### config.mk
export PLATFORM = sky130hd
export DESIGN_NAME = ram_arbiter
export DESIGN_NICKNAME = d
export VERILOG_FILES = /design/src/rtl/ram_pkg.sv /design/src/rtl/rr_arb2.sv /design/src/rtl/ram_arbiter.sv
export SDC_FILE = /design/constraint.sdc
export NUM_CORES = 1
export LEC_CHECK = 0
export ABC_AREA = 0
export BUFFER_PORTS_ARGS = -buffer_cell sky130_fd_sc_hd__buf_2
export CAP_MARGIN = 25
export CORE_ASPECT_RATIO = 1.25
export CORE_MARGIN = 4
export CORE_UTILIZATION = 36
export CTS_CLUSTER_SIZE = 14
export DETAILED_ROUTE_END_ITERATION = 12
export PLACE_DENSITY_LB_ADDON = 0.25
export SETUP_SLACK_MARGIN = 0.02
export SYNTH_ARGS = -nofsm -noshare
export SYNTH_HDL_FRONTEND = slang
export SYNTH_SLANG_ARGS = --single-unit
### constraint.sdc
create_clock -name clk -period 3.5 [get_ports clk]
set_clock_uncertainty 0.05 [all_clocks]
set_input_delay 0.7 -clock clk [delete_from_list [all_inputs] [get_ports clk]]
set_output_delay 0.7 -clock clk [all_outputs]
set_load 0.02 [all_outputs]
### src/rtl/ram_pkg.sv
// Shared widths and requester identity for the dual-port RAM arbiter.
package ram_pkg;

  localparam int D_WIDTH_DEF = 16;
  localparam int A_WIDTH_DEF = 5;

  typedef enum logic {
    REQ_0 = 1'b0,
    REQ_1 = 1'b1
  } req_id_t;

endpackage

### src/rtl/rr_arb2.sv
// Two-input round-robin arbiter; the pointer only moves when the caller
// confirms the grant was actually taken.
module rr_arb2
  import ram_pkg::*;
(
  input  logic       clk,
  input  logic       rst,
  input  logic [1:0] req,
  input  logic       advance,
  output logic [1:0] grant,
  output req_id_t    winner
);

  req_id_t pri;

  always_comb begin
    winner = REQ_0;
    if (req == 2'b11) begin
      winner = pri;
    end else if (req[1]) begin
      winner = REQ_1;
    end
    grant = 2'b00;
    if (req != 2'b00) begin
      grant = (winner == REQ_1) ? 2'b10 : 2'b01;
    end
  end

  always_ff @(posedge clk or posedge rst) begin
    if (rst) begin
      pri <= REQ_0;
    end else if (advance) begin
      pri <= (winner == REQ_0) ? REQ_1 : REQ_0;
    end
  end

endmodule

### src/rtl/ram_arbiter.sv
// Shares one dual-port RAM between two requesters: independent round-robin
// on the write and read ports, with a same-cycle read-after-write stall.
module ram_arbiter
  import ram_pkg::*;
#(
  parameter int D_WIDTH = D_WIDTH_DEF,
  parameter int A_WIDTH = A_WIDTH_DEF
) (
  input  logic               clk,
  input  logic               rst,
  input  logic               req_valid_0,
  input  logic               req_valid_1,
  input  logic               req_we_0,
  input  logic               req_we_1,
  input  logic [A_WIDTH-1:0] req_addr_0,
  input  logic [A_WIDTH-1:0] req_addr_1,
  input  logic [D_WIDTH-1:0] req_wdata_0,
  input  logic [D_WIDTH-1:0] req_wdata_1,
  output logic               req_ready_0,
  output logic               req_ready_1,
  output logic               rsp_valid_0,
  output logic               rsp_valid_1,
  output logic [D_WIDTH-1:0] rsp_data,
  output logic               ram_write_enable,
  output logic [A_WIDTH-1:0] ram_address_write,
  output logic [D_WIDTH-1:0] ram_data_write,
  output logic [A_WIDTH-1:0] ram_address_read,
  input  logic [D_WIDTH-1:0] ram_data_read
);

  logic [1:0]         w_req;
  logic [1:0]         r_req;
  logic [1:0]         w_grant;
  logic [1:0]         r_cand;
  logic [1:0]         r_grant;
  req_id_t            w_winner;
  req_id_t            r_winner;
  logic               w_any;
  logic               r_any;
  logic               hazard;
  logic [A_WIDTH-1:0] cand_raddr;
  logic [A_WIDTH-1:0] raddr_q;
  logic               rsp_valid_q;
  req_id_t            rsp_id_q;

  // Requests are masked during reset so no ready or RAM strobe can escape.
  assign w_req = {req_valid_1 & req_we_1, req_valid_0 & req_we_0} & {2{~rst}};
  assign r_req = {req_valid_1 & ~req_we_1, req_valid_0 & ~req_we_0} & {2{~rst}};

  rr_arb2 u_write_arb (
    .clk     (clk),
    .rst     (rst),
    .req     (w_req),
    .advance (w_any),
    .grant   (w_grant),
    .winner  (w_winner)
  );

  rr_arb2 u_read_arb (
    .clk     (clk),
    .rst     (rst),
    .req     (r_req),
    .advance (r_any),
    .grant   (r_cand),
    .winner  (r_winner)
  );

  assign w_any             = |w_grant;
  assign ram_write_enable  = w_any;
  assign ram_address_write = (w_winner == REQ_1) ? req_addr_1 : req_addr_0;
  assign ram_data_write    = (w_winner == REQ_1) ? req_wdata_1 : req_wdata_0;

  // A blocked read stalls outright so the pointer stays put and it retries
  // next cycle, when the RAM already holds the freshly written word.
  assign cand_raddr = (r_winner == REQ_1) ? req_addr_1 : req_addr_0;
  assign hazard     = w_any && (cand_raddr == ram_address_write);
  assign r_grant    = hazard ? 2'b00 : r_cand;
  assign r_any      = |r_grant;

  assign req_ready_0 = w_grant[0] | r_grant[0];
  assign req_ready_1 = w_grant[1] | r_grant[1];

  assign ram_address_read = r_any ? cand_raddr : raddr_q;

  always_ff @(posedge clk or posedge rst) begin
    if (rst) begin
      raddr_q     <= '0;
      rsp_valid_q <= 1'b0;
      rsp_id_q    <= REQ_0;
    end else begin
      if (r_any) begin
        raddr_q <= cand_raddr;
      end
      rsp_valid_q <= r_any;
      rsp_id_q    <= r_winner;
    end
  end

  assign rsp_valid_0 = rsp_valid_q && (rsp_id_q == REQ_0);
  assign rsp_valid_1 = rsp_valid_q && (rsp_id_q == REQ_1);
  assign rsp_data    = rsp_valid_q ? ram_data_read : '0;

endmodule

==> summary.md, run 1 <==
| Metric | Value |
|---|---|
| Setup TNS | 0 ps |
| Pwr/cell area | 269 mW/mm² |
| Critical path class | input pin to output port |
| DR vias | 1213 |
| Max Buffers Root-to-Sink | 2 |
| # diodes | 0 |
| Initial Util | 38.8% |
| IO buf count | 110 |
| Syn nets | 164 |
| CTS Sinks | 9 |
| Core box area | 0.00250 mm² |
| HP Start | u_write_arb.pri |
| WP data required | 2750 ps |
| Worst setup margin | 664 ps |
| CP Capture Type | output port |
| Reg2Reg Setup Slack | 2000 ps |
| CTS Hold Buffers Added | 0 |
| Hold crit path type | register to register |
| Clk slew on worst S/H paths | 60 ps |
| Maxcap violations | 0 |
| Final Wtd Congestion | 0.791 |
| Sequential area share after synthesis | 23.2% |
| Largest net degree at the start of global routing | 19 |
| Htree depth | 1 |
| Leakage Power | 0.902 nW |
| Cell taking the most area after synthesis | mux2_2 |
| Number of routed nets with antenna violations | 0 |
| DRC viols | 0 |
| Tmin final | 2840 ps |
| Worst slew pin tran | 399 ps |
| Layout Nets | 278 |
| Share of post-route cells with drive strength above 1 | 68.1% |
| Worst hold stages | 1 |
| Worst VDD drop | 333 µV |
| Row count | 20 |
| Ys Warns | 0 |
| Synth cell types | 29 |
| DP HPWL | 2820 µm |
| Fill count | 237 |
| Gate count of the mapped netlist | 100 |
| Vias in the first global route | 1162 |
| DRT iter0 DRCs | 12 |
| Final Setup Violations | 0 |
| First-pass GRT wire length | 4570 µm |
| Yosys top cell area share | 24.3% |
| Mean number of vias per cell | 4.93 |
| Tot GR Track Use | 16.6% |
| Initial antenna violation count | 0 |
| Clock Latency Late Sink | 250 ps |
| Final hold vios | 0 |
| CTS root buffer | clkbuf_4 |
| CP startpoint kind | input pin |
| Mapped cell area | 972 µm² |
| CTS resizes | 0 |
| Worst EP arrival | 2090 ps |
| Post-CTS Setup Bufs | 0 |
| Critical-path cell list | buf_2 > nand2b_4 > a2111oi_2 > a21bo_2 > a32oi_1 > buf_2 |
| Fmax | 0.353 GHz |
| Status | complete, no violations |
| Syn_area_per_cell | 9.72 µm² |
| Post-DR wirelength/cell | 13.0 µm |
| Top post-synthesis cells by area | mux2_2 (24%), dfrtp_1 (23%), and2_1 (11%) |
| Die Ht | 66.1 µm |
| Die ar. | 0.00360 mm² |
| Number of CTS-inserted buffers | 3 |
| CP Launch Point | req_we_0 |
| Hold slack | 491 ps |
| Drt first pass iters | 4 |
| Crit share post-route | 81.0% |
| I/O pin total | 111 |
| Slew headroom | 73.3% |
| Slew Viols, Final | 0 |
| Worst-path maximum fanout | 6 |
| Worst slack, placed | 652 ps |
| R2r startpoint | u_write_arb.pri |
| Drt total wl | 3210 µm |
| Synth Register Bits | 9 |
| Hold Path Sink | u_write_arb.pri |
| Area growth syn-to-layout | 63.2% |
| TritonCTS clock tree | yes |
| Cell mode on critical path | buf_2 |
| Gr ovfl total | 0 |
| Slowest cell on crit path | a2111oi_2 |
| Worst Reg-to-Reg Cells | 3 |
| Worst path max stage delay | 340 ps |
| R2r endpoint | u_read_arb.pri |
| RSZ-0062 raised after global routing | no |
| Final core utilization | 63.4% |
| Die W | 54.5 µm |
## routing by layer
| metal | part of all wire (%) | up-vias | global-route usage (%) | wire length (µm) |
|---|---|---|---|---|
| met3 | 15 | 2 | 5.64 | 482 |
| met2 | 50 | 82 | 31.7 | 1620 |
| met1 | 34 | 533 | 16.6 | 1110 |
| li1 | - | 596 | - | - |
| met4 | 0.19 | 0 | 2.80 | 6 |
| met5 | 0 | - | 0 | 0 |
## worst max-delay path, delay by kind of cell
kind,cells,cell delay [ps]
simple gates,1,160
buf+inv,2,330
compound gates,3,890
## metrics by stage
stage,power [mW],cell area [µm²],instances
6_report,0.426,1590,246
5_1_grt,0.458,1590,246
4_1_cts,0.432,1590,246
2_1_floorplan,0.265,972,100
3_5_place_dp,0.354,1560,242
3_3_place_gp,0.348,1560,242
## cells by family (layout without fill, tap and decap cells)
family | Yosys count | in the layout | share of synthesized area [%]
mux | 21 | 21 | 24.3
xor+xnor | 5 | 5 | 4.50
flops | 9 | 9 | 23.2
buf+inv | 13 | 126 | 5.79
compound gates | 25 | 25 | 24.3
simple gates | 27 | 27 | 17.9
## flip-flops by register name (all words and copies together), names as in the netlist
name             count
rsp_id_q             1
raddr_q              5
u_write_arb.pri      1
u_read_arb.pri       1
rsp_valid_q          1
## placed cells by master, fill, tap and decap left out, types with 2 or more instances in the layout
cell type / count
buf_2: 110
dfrtp_1: 9
a21bo_2: 2
and2_1: 17
a21oi_1: 2
nand2_1: 3
a32oi_1: 5
mux2_2: 21
clkbuf_4: 3
inv_1: 10
o22ai_1: 5
buf_4: 2
a22o_1: 2
xor2_1: 5
## layout make-up
class	instances	area, µm²	area share (%)
flip-flops and latches	9	225	14.2
multi-input cells	78	691	43.5
repair buffers	112	566	35.6
inverters	10	37.5	2.37
clock buffers	4	26.3	1.66
well taps	33	41.3	2.60
## cells in the mapped netlist
| cell | number |
|---|---|
| o21ai_4 | 1 |
| a32oi_2 | 1 |
| a21bo_2 | 2 |
| o22ai_1 | 5 |
| a32oi_1 | 5 |
| and3b_1 | 1 |
| a311o_2 | 1 |
| nand2b_4 | 1 |
| nand2b_1 | 1 |
| a21oi_1 | 2 |
| nor2_1 | 1 |
| nand2_1 | 3 |
| a22oi_1 | 1 |
| xor2_1 | 5 |
| nor4_2 | 1 |
| nor2b_1 | 1 |
| o2111ai_4 | 1 |
| and2_1 | 17 |
| a31oi_1 | 1 |
| mux2_2 | 21 |
| buf_4 | 2 |
| a2111oi_2 | 1 |
| a22o_1 | 2 |
| clkbuf_1 | 1 |
| dfrtp_1 | 9 |
| inv_1 | 10 |
| a21o_1 | 1 |
| nor3_1 | 1 |
| a211oi_1 | 1 |
## worst max-delay path by stage
stage | to | cells past startpoint
after global routing | ram_address_read[4] | 6
after floorplan | ram_address_read[0] | 4
after detailed placement | ram_address_read[4] | 6
after global placement | ram_address_read[3] | 6
after CTS | ram_address_read[4] | 6
final | ram_address_read[4] | 6
## power by group
group / internal [mW] / switching (mW) / total [mW]
combinational: 0.0952 / 0.121 / 0.216
clock: 0.0437 / 0.0328 / 0.0765
sequential: 0.121 / 0.0129 / 0.134
total: 0.260 / 0.166 / 0.426
Power figures use the tool's default switching activity.
==> run 2, diff against run 1 <==
--- a/config.mk
+++ b/config.mk
@@ -10,7 +10,7 @@
 export CAP_MARGIN = 25
 export CORE_ASPECT_RATIO = 1.25
 export CORE_MARGIN = 4
-export CORE_UTILIZATION = 36
+export CORE_UTILIZATION = 30
 export CTS_CLUSTER_SIZE = 14
 export DETAILED_ROUTE_END_ITERATION = 12
 export PLACE_DENSITY_LB_ADDON = 0.25
==> constraint.sdc (replaced) <==
create_clock -name clk -period 2.54 [get_ports clk]
set_clock_uncertainty 0.05 [all_clocks]
set_input_delay 0.508 -clock clk [delete_from_list [all_inputs] [get_ports clk]]
set_output_delay 0.508 -clock clk [all_outputs]
set_load 0.02 [all_outputs]
==> run 2 against run 1 <==
Final area rose by 0.24%. Largest cell class unchanged. Combinational power rose by 38%. Power rose by 38%. Non-clock buffer count did not move. Via count fell by 0.82%. Register-to-register slack got worse by 930 ps. Critical path type unchanged. Setup slack got worse by 560 ps. Worst hold slack got worse by 170 ps. Die area rose by 17%. Sequential share of layout area barely moved.
==> summary.md, run 2 (synthesis results as in run 1) <==
| Metric | Value |
|---|---|
| Status | complete, no violations (unchanged) |
| Share of post-route cells with drive strength above 1 | 68.1% (unchanged) |
| DRT iter0 DRCs | 24 (was 12) |
| Max reg flops | 5 (unchanged) |
| DRC viols | 0 (unchanged) |
| Htree depth | 1 (unchanged) |
| Worst-path maximum fanout | 6 (unchanged) |
| Final Wtd Congestion | 0.693 (was 0.791) |
| Largest net degree at the start of global routing | 19 (unchanged) |
| First-pass GRT wire length | 4950 µm (was 4570 µm) |
| Pwr/cell area | 370 mW/mm² (was 269 mW/mm²) |
| Slew headroom | 74.7% (was 73.3%) |
| Biggest register | raddr_q (unchanged) |
| Post-DR wirelength/cell | 13.2 µm (was 13.0 µm) |
| Hold crit path type | input pin to asynchronous set/reset pin (was register to register) |
| Worst EP arrival | 1880 ps (was 2090 ps) |
| Setup TNS | 0 ps (unchanged) |
| Critical path class | input pin to output port (unchanged) |
| Initial antenna violation count | 0 (unchanged) |
| Vias in the first global route | 1105 (was 1162) |
| Maxcap violations | 0 (unchanged) |
| CTS Hold Buffers Added | 0 (unchanged) |
| Area growth syn-to-layout | 63.6% (was 63.2%) |
| Most frequent cells in the layout | buf_2 (110), mux2_2 (21), and2_1 (17) (unchanged) |
| TritonCTS clock tree | yes (unchanged) |
| CTS root buffer | clkbuf_4 (unchanged) |
| Commonest non-fill, non-tap cell in the layout | buf_2 (unchanged) |
| Core box area | 0.00303 mm² (was 0.00250 mm²) |
| Slew Viols, Final | 0 (unchanged) |
| Cells after DPL | 245 (was 242) |
| Fill count | 335 (was 237) |
| Clk slew on worst S/H paths | 60 ps (about the same) |
| IO buf count | 110 (unchanged) |
| Max Buffers Root-to-Sink | 2 (unchanged) |
| Die Ht | 71.6 µm (was 66.1 µm) |
| CTS resizes | 0 (unchanged) |
| CTS Sinks | 9 (unchanged) |
| DR vias | 1203 (was 1213) |
| Row count | 22 (was 20) |
| Die W | 58.9 µm (was 54.5 µm) |
| Switch share | 39.0% (about the same) |
| Worst slack, placed | 93.6 ps (was 652 ps) |
| Multi-input logic area | 691 µm² (unchanged) |
| Layout Nets | 278 (unchanged) |
| Total power | 0.588 mW (was 0.426 mW) |
| Final hold vios | 0 (unchanged) |
| Leakage Power | 0.902 nW (unchanged) |
| Psw | 0.229 mW (was 0.166 mW) |
| Number of CTS-inserted buffers | 3 (unchanged) |
| Fmax | 0.410 GHz |
| WP data required | 1980 ps (was 2750 ps) |
| Worst VDD drop | 413 µV (was 333 µV) |
| Tot GR Track Use | 14.6% (was 16.6%) |
| Die ar. | 0.00422 mm² (was 0.00360 mm²) |
| DP HPWL | 2860 µm (was 2820 µm) |
| # diodes | 0 (unchanged) |
| Gate power share | 50.5% (was 50.6%) |
| Worst slew pin tran | 377 ps (was 399 ps) |
| Number of routed nets with antenna violations | 0 (unchanged) |
| Worst setup margin | 103 ps (was 664 ps) |
| Post-CTS Setup Bufs | 0 (unchanged) |
| Tmin final | 2440 ps |
| I/O pin total | 111 (unchanged) |
| Gr ovfl total | 0 (unchanged) |
| Mean number of vias per cell | 4.83 (was 4.93) |
| Initial Util | 32.1% (was 38.8%) |
| Sequential cell area | 225 µm² (unchanged) |
| Worst Reg-to-Reg Cells | 3 (unchanged) |
| CP startpoint kind | input pin (unchanged) |
| Drt first pass iters | 4 (unchanged) |
| Clock Latency Late Sink | 250 ps (about the same) |
| Crit share post-route | 95.9% |
| Post-route insts no fill | 249 (was 246) |
| Reg power frac | 31.5% (about the same) |
| Pint | 0.358 mW (was 0.260 mW) |
| Final Setup Violations | 0 (unchanged) |
| CP Capture Type | output port (unchanged) |
| RSZ-0062 raised after global routing | yes (was no) |
| Clock power share | 17.9% (about the same) |
| Drt total wl | 3300 µm (was 3210 µm) |
[run 2: cell counts in the layout (fill, tap and decap cells not counted)]
Identical to the previous run, type by type.
[run 2: metrics by stage]
stage               hold WS (ps)  util, %  area (µm²)
global placement             479     51.7        1560
global route                 335     52.5        1590
detailed placement           482     51.7        1560
CTS                          317     52.5        1590
floorplan                    323        -         972
finish                       323     52.5        1590
[run 2: worst paths after layout]
check / from / end / slack, ps
max: req_we_0 / ram_address_read[4] / 100
min: rst / u_read_arb.pri / 320
max reg2reg: u_read_arb.pri / u_read_arb.pri / 1070
min reg2reg: u_write_arb.pri / u_write_arb.pri / 490
max in group asynchronous: rst / raddr_q[3] / 1980
min in group clk: u_write_arb.pri / u_write_arb.pri / 490
[run 2: metal layers]
metal / GRT usage, % / part of all wire [%] / wire length, µm
met5: 0 / 0 / 0
met2: 26.9 / 50 / 1640
met3: 5.23 / 15 / 489
met4: 2.27 / 0.27 / 9
met1: 15.8 / 35 / 1160
[run 2: layout make-up]
class / instances / area share, %
clock buffer: 4 / 1.65
inverter: 10 / 2.36
multi-input combinational: 78 / 43.4
sequential: 9 / 14.2
tap: 36 / 2.83
timing repair buffer: 112 / 35.6
[run 2: power groups by stage]
stage / Combinational, mW / Sequential, mW / Clock (mW)
after floorplan: 0.183 / 0.182 / 0
after detailed placement: 0.300 / 0.188 / 0
final: 0.297 / 0.185 / 0.105
after CTS: 0.302 / 0.185 / 0.112
after global routing: 0.324 / 0.189 / 0.123
after global placement: 0.298 / 0.187 / 0
[run 2: critical path, stage by stage]
cell       delay (ps)
buf_2             120
nand2b_4          160
a2111oi_2         330
a21bo_2           300
a32oi_1           240
buf_2             210
